--- config.mk ---
export PLATFORM = sky130hd
export DESIGN_NAME = fifo_periph
export DESIGN_NICKNAME = d
export VERILOG_FILES = /design/src/rtl/fifo_periph_pkg.sv /design/src/rtl/fifo_core.sv /design/src/rtl/fifo_periph.sv
export SDC_FILE = /design/constraint.sdc
export NUM_CORES = 1
export LEC_CHECK = 0
export CAP_MARGIN = 10
export CORE_MARGIN = 1
export CORE_UTILIZATION = 37
export DETAILED_ROUTE_END_ITERATION = 6
export PLACE_DENSITY_LB_ADDON = 0.2
export SYNTH_ARGS = -nofsm -noshare
export SYNTH_HDL_FRONTEND = slang
export SYNTH_SLANG_ARGS = --single-unit
--- constraint.sdc ---
create_clock -name PCLK -period 4.7 [get_ports PCLK]
set_input_delay 1.41 -clock PCLK [delete_from_list [all_inputs] [get_ports PCLK]]
set_output_delay 1.41 -clock PCLK [all_outputs]
set_load 0.02 [all_outputs]
--- src/rtl/fifo_periph_pkg.sv ---
// Shared constants for the APB FIFO peripheral: register addresses,
// status bit positions and default geometry.
package fifo_periph_pkg;

    localparam logic [3:0] ADDR_FSR = 4'h0;
    localparam logic [3:0] ADDR_FWD = 4'h4;
    localparam logic [3:0] ADDR_FRD = 4'h8;

    localparam int unsigned EMPTY_BIT = 0;
    localparam int unsigned FULL_BIT  = 1;

    localparam int unsigned DEF_DEPTH  = 4;
    localparam int unsigned DEF_DWIDTH = 8;

endpackage

--- src/rtl/fifo_core.sv ---
// Synchronous circular-buffer FIFO with extra-MSB pointers for full/empty
// discrimination and a combinational read port at the head entry.
module fifo_core
    import fifo_periph_pkg::*;
#(
    parameter int unsigned DEPTH  = DEF_DEPTH,
    parameter int unsigned DWIDTH = DEF_DWIDTH
) (
    input  logic              clk,
    input  logic              reset,
    input  logic              wr_en,
    input  logic [DWIDTH-1:0] wdata,
    input  logic              rd_en,
    output logic [DWIDTH-1:0] rdata,
    output logic              full,
    output logic              empty
);

    localparam int unsigned AW = $clog2(DEPTH);

    logic [DWIDTH-1:0] mem [DEPTH];
    logic [AW:0]       wr_ptr;
    logic [AW:0]       rd_ptr;
    logic              do_wr;
    logic              do_rd;

    // Status flags and qualified push/pop; a push into a full FIFO is allowed
    // only when a pop frees the head slot in the same cycle.
    always_comb begin
        empty = (rd_ptr == wr_ptr);
        full  = (rd_ptr[AW-1:0] == wr_ptr[AW-1:0]) && (rd_ptr[AW] != wr_ptr[AW]);
        do_rd = rd_en && !empty;
        do_wr = wr_en && (!full || rd_en);
        rdata = mem[rd_ptr[AW-1:0]];
    end

    // Pointer update; pointers wrap naturally modulo 2*DEPTH.
    always_ff @(posedge clk) begin
        if (reset) begin
            wr_ptr <= '0;
            rd_ptr <= '0;
        end else begin
            if (do_wr) wr_ptr <= wr_ptr + 1'b1;
            if (do_rd) rd_ptr <= rd_ptr + 1'b1;
        end
    end

    // Storage write; contents are don't-care after reset, so no reset here.
    always_ff @(posedge clk) begin
        if (!reset && do_wr) mem[wr_ptr[AW-1:0]] <= wdata;
    end

endmodule

--- src/rtl/fifo_periph.sv ---
// APB slave exposing a byte FIFO through FSR (status), FWD (push/pop port)
// and FRD (last popped byte). Zero wait states.
module fifo_periph
    import fifo_periph_pkg::*;
#(
    parameter int unsigned DEPTH  = DEF_DEPTH,
    parameter int unsigned DWIDTH = DEF_DWIDTH
) (
    input  logic        PCLK,
    input  logic        PRESET,
    input  logic [3:0]  PADDR,
    input  logic [31:0] PWDATA,
    input  logic        PWRITE,
    input  logic        PENABLE,
    input  logic        PSEL,
    output logic [31:0] PRDATA,
    output logic        PREADY
);

    logic              access;
    logic              sel_fwd;
    logic              wr_en;
    logic              rd_en;
    logic              full;
    logic              empty;
    logic [DWIDTH-1:0] head;
    logic [DWIDTH-1:0] frd;
    logic [31:0]       fsr;
    logic              unused_ok;

    assign unused_ok = ^{PADDR[1:0], PWDATA};

    // APB decode and single-shot push/pop generation in the access cycle.
    always_comb begin
        PREADY  = PSEL && PENABLE;
        access  = PSEL && PENABLE && PREADY;
        sel_fwd = (PADDR[3:2] == ADDR_FWD[3:2]);
        wr_en   = access && PWRITE && sel_fwd && !full;
        rd_en   = access && !PWRITE && sel_fwd && !empty;
    end

    fifo_core #(
        .DEPTH  (DEPTH),
        .DWIDTH (DWIDTH)
    ) u_core (
        .clk   (PCLK),
        .reset (PRESET),
        .wr_en (wr_en),
        .wdata (PWDATA[DWIDTH-1:0]),
        .rd_en (rd_en),
        .rdata (head),
        .full  (full),
        .empty (empty)
    );

    // FRD captures the head entry on every successful pop.
    always_ff @(posedge PCLK) begin
        if (PRESET)     frd <= '0;
        else if (rd_en) frd <= head;
    end

    // Read data mux; driven only during read transfers, zero otherwise.
    always_comb begin
        fsr            = '0;
        fsr[EMPTY_BIT] = empty;
        fsr[FULL_BIT]  = full;
        PRDATA         = '0;
        if (PSEL && !PWRITE) begin
            case (PADDR[3:2])
                ADDR_FSR[3:2]: PRDATA = fsr;
                ADDR_FRD[3:2]: PRDATA = 32'(frd);
                default:       PRDATA = '0;
            endcase
        end
    end

endmodule

==> summary.txt, run 1 <==
Placed design
  • Placed Instances: approximately 250
  • IO Port Bufs: 23
  • Placer congestion estimate: between 0.7 and 0.8
  • Hpwl dp: 2330 um

Cells and area
  • Antenna diodes: 0
  • Fin cells: 254
  • Synth-to-layout area growth: 14.6%
  • Fin nets: about 230
  • Fin util: 44.3%
  • Sequential cell area: between 1000 and 1500 um^2
  • Multi-input gate area: 756 um^2
  • Share of layout cells above drive strength 1: 6.59%
  • Fillers: 518

Timing
  • Setup TNS: 0 ps
  • Skew final: 10.8 ps
  • F_max: approximately 230 MHz
  • Max_slew headroom: 58.2%
  • Period Utilization, post-route: 94.4%
  • RSZ-0062 raised after global routing: false
  • Min cycle time layout: 4440 ps
  • Tightest Pin Transition: 625 ps
  • Setup violators final: 0
  • Endpoints failing hold: 0
  • Slew Viols, Final: 0

Power
  • Net switching share of the total power: 20.7%
  • Sw power: around 160 uW
  • Combinational power share: 5.7%
  • Cell internal pwr: 606 uW
  • Peak VDD IR: 0.236 mV
  • Leakage: between 0.9 and 1 nW
  • Clock power frac: 37.6%
  • Sequential share of power: a little under three fifths
  • Power Dens Cells: 309 nW/um^2

Synthesis
  • Ys Warns: 0
  • Cell Area, Synth: 2150 um^2
  • Library cells used by synthesis: 29
  • Ys flop type: edfxtp_1
  • Synth cell count leaders: 32 x edfxtp_1, 24 x buf_4, 14 x dfxtp_1, 14 x nor2_1, 10 x mux2i_1
  • Top cell type's share of synthesized area: 44.6%
  • Largest area contributor in the netlist: edfxtp_1
  • Post-synth ARST share: 0%
  • Sequential-to-total area share from yosys stat: 57.6%
  • Syn Area/Cell: 13.9 um^2
  • Top-count cell post-synth: edfxtp_1
  • Post-synth EDFFs: 32
  • #FFs+latches synth: 46
  • Mapped Cells: 155
  • Most area-consuming cells after synthesis: edfxtp_1 45%, dfxtp_1 13%, mux4_1 9.8%, buf_4 8.4%, mux2i_1 4.6%

Critical path
  • Type of origin of the critical path: input port
  • Cell chain of the critical path: clkdlybuf4s50_1 -> nand2_1 -> o21ai_0 -> and2_1 -> clkdlybuf4s50_1
  • Slowest-stage cell, CP: clkdlybuf4s50_1
  • Buffers plus inverters on the worst setup path: 2
  • Delay-heaviest family, CP: buffers and inverters
  • Reg2reg path depth: 4
  • Crit end category: output pin
  • Required @ worst endpoint: 3290 ps
  • Arrival time at the worst endpoint: 3030 ps
  • Cell count along the critical path: 5
  • Largest stage delay, worst path: ~700 ps
  • Cell mode on critical path: clkdlybuf4s50_1
  • Crit-path max FO: 12
  • Critical path type: input port to output pin

Clocking
  • Clock Root Buffer: clkbuf_8
  • # Post-CTS Setup Buffers: 0
  • CTS tree: done
  • Longest Clk Path Bufs: 2
  • Hold_buf cts: 0
  • Total CTS buffers: 5
  • Clock transition at path regs: roughly 80 ps
  • Number of H-tree levels: 2
  • Insertion delay to the later sink of the worst-skew pair: 300 ps
  • Post-cts resize count: 0
  • CTS sink cnt: 46

Route
  • Pre-Repair DR Iteration Count: 4
  • Via count: 1159
  • Residual DRC: 0
  • Routed Antenna Nets: 0
  • WL/cell: 13.9 um
  • Total wire length: 3530 um
  • Vias per inst: 4.56
  • Initial drt markers: 43

Floorplan
  • Die Span X: 78.3 um
  • Core Area: 5570 um^2
  • Starting density of the core: 38.7%
  • Io pins: 74
  • Die Ht: 78.3 um
  • Die area: 6130 um^2
  • Row count: 27

GRT
  • Number of global-route vias before repair: around 1100
  • First-pass GRT wire length: 5460 um
  • Global route overflow: 0
  • Initial antenna violation count: 0
  • GRT Total Usage: 12.2%
  • Pin count of the biggest net entering global routing: 17

Status
  • Status: complete, no violations

Hold path
  • Hold path depth: 2
  • Worst hold-check path type: flop to flop

Job
  • Maxcap violations: 0
[final timing paths]
| path | start | endpoint | slack (ps) |
|---|---|---|---|
| max reg2reg | u_core.rd_ptr[1]$_SDFFE_PP0P_ | u_core.mem[0][5]$_DFFE_PP_ | 2360 |
| max | PADDR[3] | PRDATA[1] | 260 |
| min | frd[2]$_SDFFE_PP0P_ | frd[2]$_SDFFE_PP0P_ | 490 |
| min reg2reg | frd[2]$_SDFFE_PP0P_ | frd[2]$_SDFFE_PP0P_ | 490 |
[area by class of cell]
cell class	count	area share, %
clock buffer	6	2.94
multi-input combinational	97	30.6
sequential	46	50.3
inverter	5	0.760
timing repair buffer	26	10.2
tap	72	3.65
clock inverter	2	1.52
[layer usage]
layer	GRT usage (%)	routed length, um	share of wire, %
met5	0	0	0
met4	3.33	27	0.77
met3	4.19	166	4.7
met2	20.9	1760	50
met1	14.7	1570	45
[sequential cells by signal, indices dropped and copies added, names as in the netlist]
signal / flops
u_core.mem: 32
frd: 8
u_core.rd_ptr: 3
u_core.wr_ptr: 3
[per-stage QoR]
stage               worst slack, ps  hold WS, ps  cell area (um^2)  total power, mW
floorplan                      1240          455              2240            0.483
global placement                264          470              2360            0.485
detailed placement              258          477              2360            0.486
CTS                             248          496              2470            0.769
global route                    174          517              2470            0.789
finish                          264          491              2470            0.764
[worst min-delay path: cells and delay by family (launching register included)]
| family | cells | cell delay (ps) |
|---|---|---|
| flops | 1 | 320 |
| mux | 1 | 60 |
| simple gates | 1 | 70 |
[logic make-up (layout without fill, tap and decap cells)]
family | count (synthesis) | count (layout) | synth area share (%)
AND/OR/NAND/NOR | 36 | 36 | 8.42
multiplexers | 18 | 18 | 14.4
AO/OA/AOI/OAI | 8 | 8 | 2.38
adder cells (fa/ha/maj) | 5 | 5 | 2.90
other | 1 | 24 | 0.174
flip-flops | 46 | 46 | 57.6
buffers and inverters | 35 | 39 | 11.3
XOR/XNOR | 6 | 6 | 2.79
[power groups by stage]
stage / Clock, mW / Sequential (mW) / Combinational [mW]
after global routing: 0.309 / 0.433 / 0.0473
after CTS: 0.293 / 0.433 / 0.0435
after floorplan: 0 / 0.443 / 0.0407
after detailed placement: 0 / 0.442 / 0.0434
after global placement: 0 / 0.442 / 0.0424
final: 0.287 / 0.433 / 0.0436
[cell usage in the layout, fill, tap and decap left out, drive strengths merged, types with 6 or more instances in the layout]
master	instances
conb	24
clkbuf	6
clkdlybuf4s50	23
edfxtp	32
nor2	14
and3	6
mux4	8
dfxtp	14
mux2i	10
(Power assumes the default switching activity.)
==> run 2: changes to the inputs <==
Settings changed: CAP_MARGIN 10 to 25.
==> results of run 2 <==
Final layout, timing and power as in run 1 (identical DEF).
==> run 3: changes to the inputs <==
Settings changed: CORE_ASPECT_RATIO set to 0.7, CORE_MARGIN 1 to not set, CTS_CLUSTER_SIZE set to 25.
==> run 3 against run 2 <==
Compared with the run above:
- sequential power about the same
- largest cell class unchanged
- setup slack got worse by 4.1 ps
- critical endpoint unchanged
- register-to-register slack got worse by 70 ps
- die area about the same
- sequential cell count unchanged
==> summary.txt, run 3 (same netlist as run 1, synthesis figures left out) <==
Status
  • Status: complete, no violations

Cells and area
  • Fillers: 495 (-4.4%)
  • Sequential cell area: 1240 um^2 (unchanged)
  • Final instance area: 2440 um^2 (-1.3%)
  • Antenna diodes: 0 (unchanged)
  • Fin nets: 226 (-0.44%)
  • Most frequent cells in the layout: 32 x edfxtp_1, 24 x conb_1, 23 x clkdlybuf4s50_1, 14 x nor2_1, 14 x dfxtp_1
  • Synth-to-layout area growth: 13.1%
  • Most common cell after layout, fill and taps aside: edfxtp_1
  • Max reg flops: 32 (unchanged)
  • Share of layout cells above drive strength 1: 6.08% (-0.52 points)
  • Multi-input gate area: 756 um^2 (unchanged)

Placed design
  • Area after DPL: 2350 um^2 (-0.32%)
  • IO Port Bufs: 23 (unchanged)
  • Hpwl dp: 2400 um (+3.0%)
  • Placer congestion estimate: 0.723 (+0.75%)

Hold path
  • Hold path depth: 2 (unchanged)
  • Worst Hold Path EP: frd[6]$_SDFFE_PP0P_
  • Worst hold-check path type: flop to flop
  • HP Start: frd[6]$_SDFFE_PP0P_

Clocking
  • Post-cts resize count: 0 (unchanged)
  • Insertion delay to the later sink of the worst-skew pair: 290 ps (about the same)
  • Total CTS buffers: 5 (unchanged)
  • CTS sink cnt: 46 (unchanged)
  • Hold_buf cts: 0 (unchanged)
  • Longest Clk Path Bufs: 2 (unchanged)
  • # Post-CTS Setup Buffers: 0 (unchanged)
  • CTS tree: done
  • Number of H-tree levels: 2 (unchanged)
  • Clock Root Buffer: clkbuf_8
  • Clock transition at path regs: 80 ps (about the same)

Route
  • Initial drt markers: 54 (+26%)
  • Routed Antenna Nets: 0 (unchanged)
  • Total wire length: 3560 um (+1.1%)
  • Via count: 1143 (-1.4%)
  • Vias per inst: 4.52 (-0.99%)
  • Residual DRC: 0 (unchanged)
  • WL/cell: 14.1 um (+1.5%)
  • Pre-Repair DR Iteration Count: 4 (unchanged)

Job
  • Maxcap violations: 0 (unchanged)

Timing
  • Endpoints failing hold: 0 (unchanged)
  • Setup TNS: 0 ps (unchanged)
  • Min cycle time layout: 4440 ps (+4.13 ps)
  • RSZ-0062 raised after global routing: false
  • Setup violators final: 0 (unchanged)
  • Slew Viols, Final: 0 (unchanged)
  • Skew final: 4.27 ps (-6.56 ps)
  • Max_slew headroom: 55.9% (-2.3 points)
  • Tightest Pin Transition: 661 ps (+35.6 ps)
  • Period Utilization, post-route: 94.5% (about the same)
  • F_max: 225 MHz (about the same)

Power
  • Sequential share of power: 61.3% (+4.6 points)
  • Net switching share of the total power: 21.9% (+1.2 points)
  • Clock power frac: 32.6% (-5.0 points)
  • Peak VDD IR: 0.147 mV (-38%)
  • Cell internal pwr: 552 uW (-8.9%)
  • Combinational power share: 6.1% (+0.4 points)
  • Power Dens Cells: 290 nW/um^2 (-6.3%)
  • Leakage: 0.957 nW (-1.2%)
  • Sw power: 155 uW (-2.0%)

Critical path
  • Setup crit start: PADDR[3]
  • Type of origin of the critical path: input port
  • Critical path type: input port to output pin
  • Crit end category: output pin
  • RR Endpoint: u_core.mem[1][3]$_DFFE_PP_
  • Crit-path max FO: 12 (unchanged)
  • Required @ worst endpoint: 3290 ps (about the same)
  • Arrival time at the worst endpoint: 3030 ps (about the same)
  • Worst r2r src: u_core.rd_ptr[0]$_SDFFE_PP0P_
  • Reg2reg path depth: 4 (unchanged)
  • Slack of the worst reg-to-reg path: 2290 ps (-70 ps)

GRT
  • Number of global-route vias before repair: 1062 (-3.1%)
  • First-pass GRT wire length: 5260 um (-3.5%)
  • Global route overflow: 0 (unchanged)
  • Pin count of the biggest net entering global routing: 17 (unchanged)
  • GRT Total Usage: 12.3% (+0.026 points)
  • Initial antenna violation count: 0 (unchanged)

Floorplan
  • Row count: 22 (-19%)
  • Die area: 6140 um^2 (about the same)
  • Die Ht: 65.8 um (-16%)
  • Die Span X: 93.2 um (+19%)
  • Io pins: 74 (unchanged)
  • Starting density of the core: 39.7% (+1.1 points)
  • Core Area: 5420 um^2 (-2.7%)
-- run 3: cell count changes in the layout (fill, tap and decap cells not counted) --
cell,before,now
bufinv_16,1,0
buf_4,3,2
clkinv_2,0,1
clkinvlp_4,1,0
clkinv_4,0,1
-- run 3: worst max-delay path, cell delays in order --
cell             delay (ps)
clkdlybuf4s50_1         690
nand2_1                 100
o21ai_0                  70
and2_1                  150
clkdlybuf4s50_1         600
-- run 3: metal layers --
layer | wire, um | share of wire [%] | track usage, % | up-vias
met2 | 1720 | 48 | 21.5 | 41
li1 | - | - | - | 560
met5 | 0 | 0 | 0 | -
met1 | 1660 | 47 | 14.5 | 539
met3 | 160 | 4.5 | 4.02 | 3
met4 | 16 | 0.45 | 3.46 | 0
-- run 3: power by group through the flow --
stage                     Sequential (mW)  Combinational (mW)  Clock (mW)
final                               0.433              0.0434       0.230
after global routing                0.433              0.0474       0.254
after CTS                           0.433              0.0434       0.239
after detailed placement            0.443              0.0433           0
after global placement              0.442              0.0420           0
after floorplan                     0.443              0.0407           0
-- run 3: layout make-up --
class | instances | area share (%)
Timing Repair Buffer | 25 | 10.1
Multi-Input combinational cell | 97 | 31.0
Clock buffer | 6 | 2.98
Tap cell | 72 | 3.70
Clock inverter | 2 | 0.565
Inverter | 5 | 0.770
Sequential cell | 46 | 50.9
-- run 3: worst max path at each step --
stage,end,slack [ps],cells after the start
floorplan,PRDATA[2],1240,3
global placement,PRDATA[1],270,5
detailed placement,PRDATA[1],250,5
CTS,PRDATA[1],240,5
global route,PRDATA[1],160,5
finish,PRDATA[1],260,5
-- run 3: stage by stage --
step | total power [mW] | hold WS [ps] | instances | setup slack, ps | utilization (%)
floorplan | 0.483 | 455 | 178 | 1240 | -
global placement | 0.485 | 469 | 245 | 267 | 43.4
detailed placement | 0.486 | 475 | 245 | 248 | 43.4
CTS | 0.715 | 497 | 253 | 243 | 44.9
global route | 0.735 | 528 | 253 | 162 | 44.9
finish | 0.707 | 488 | 253 | 260 | 44.9
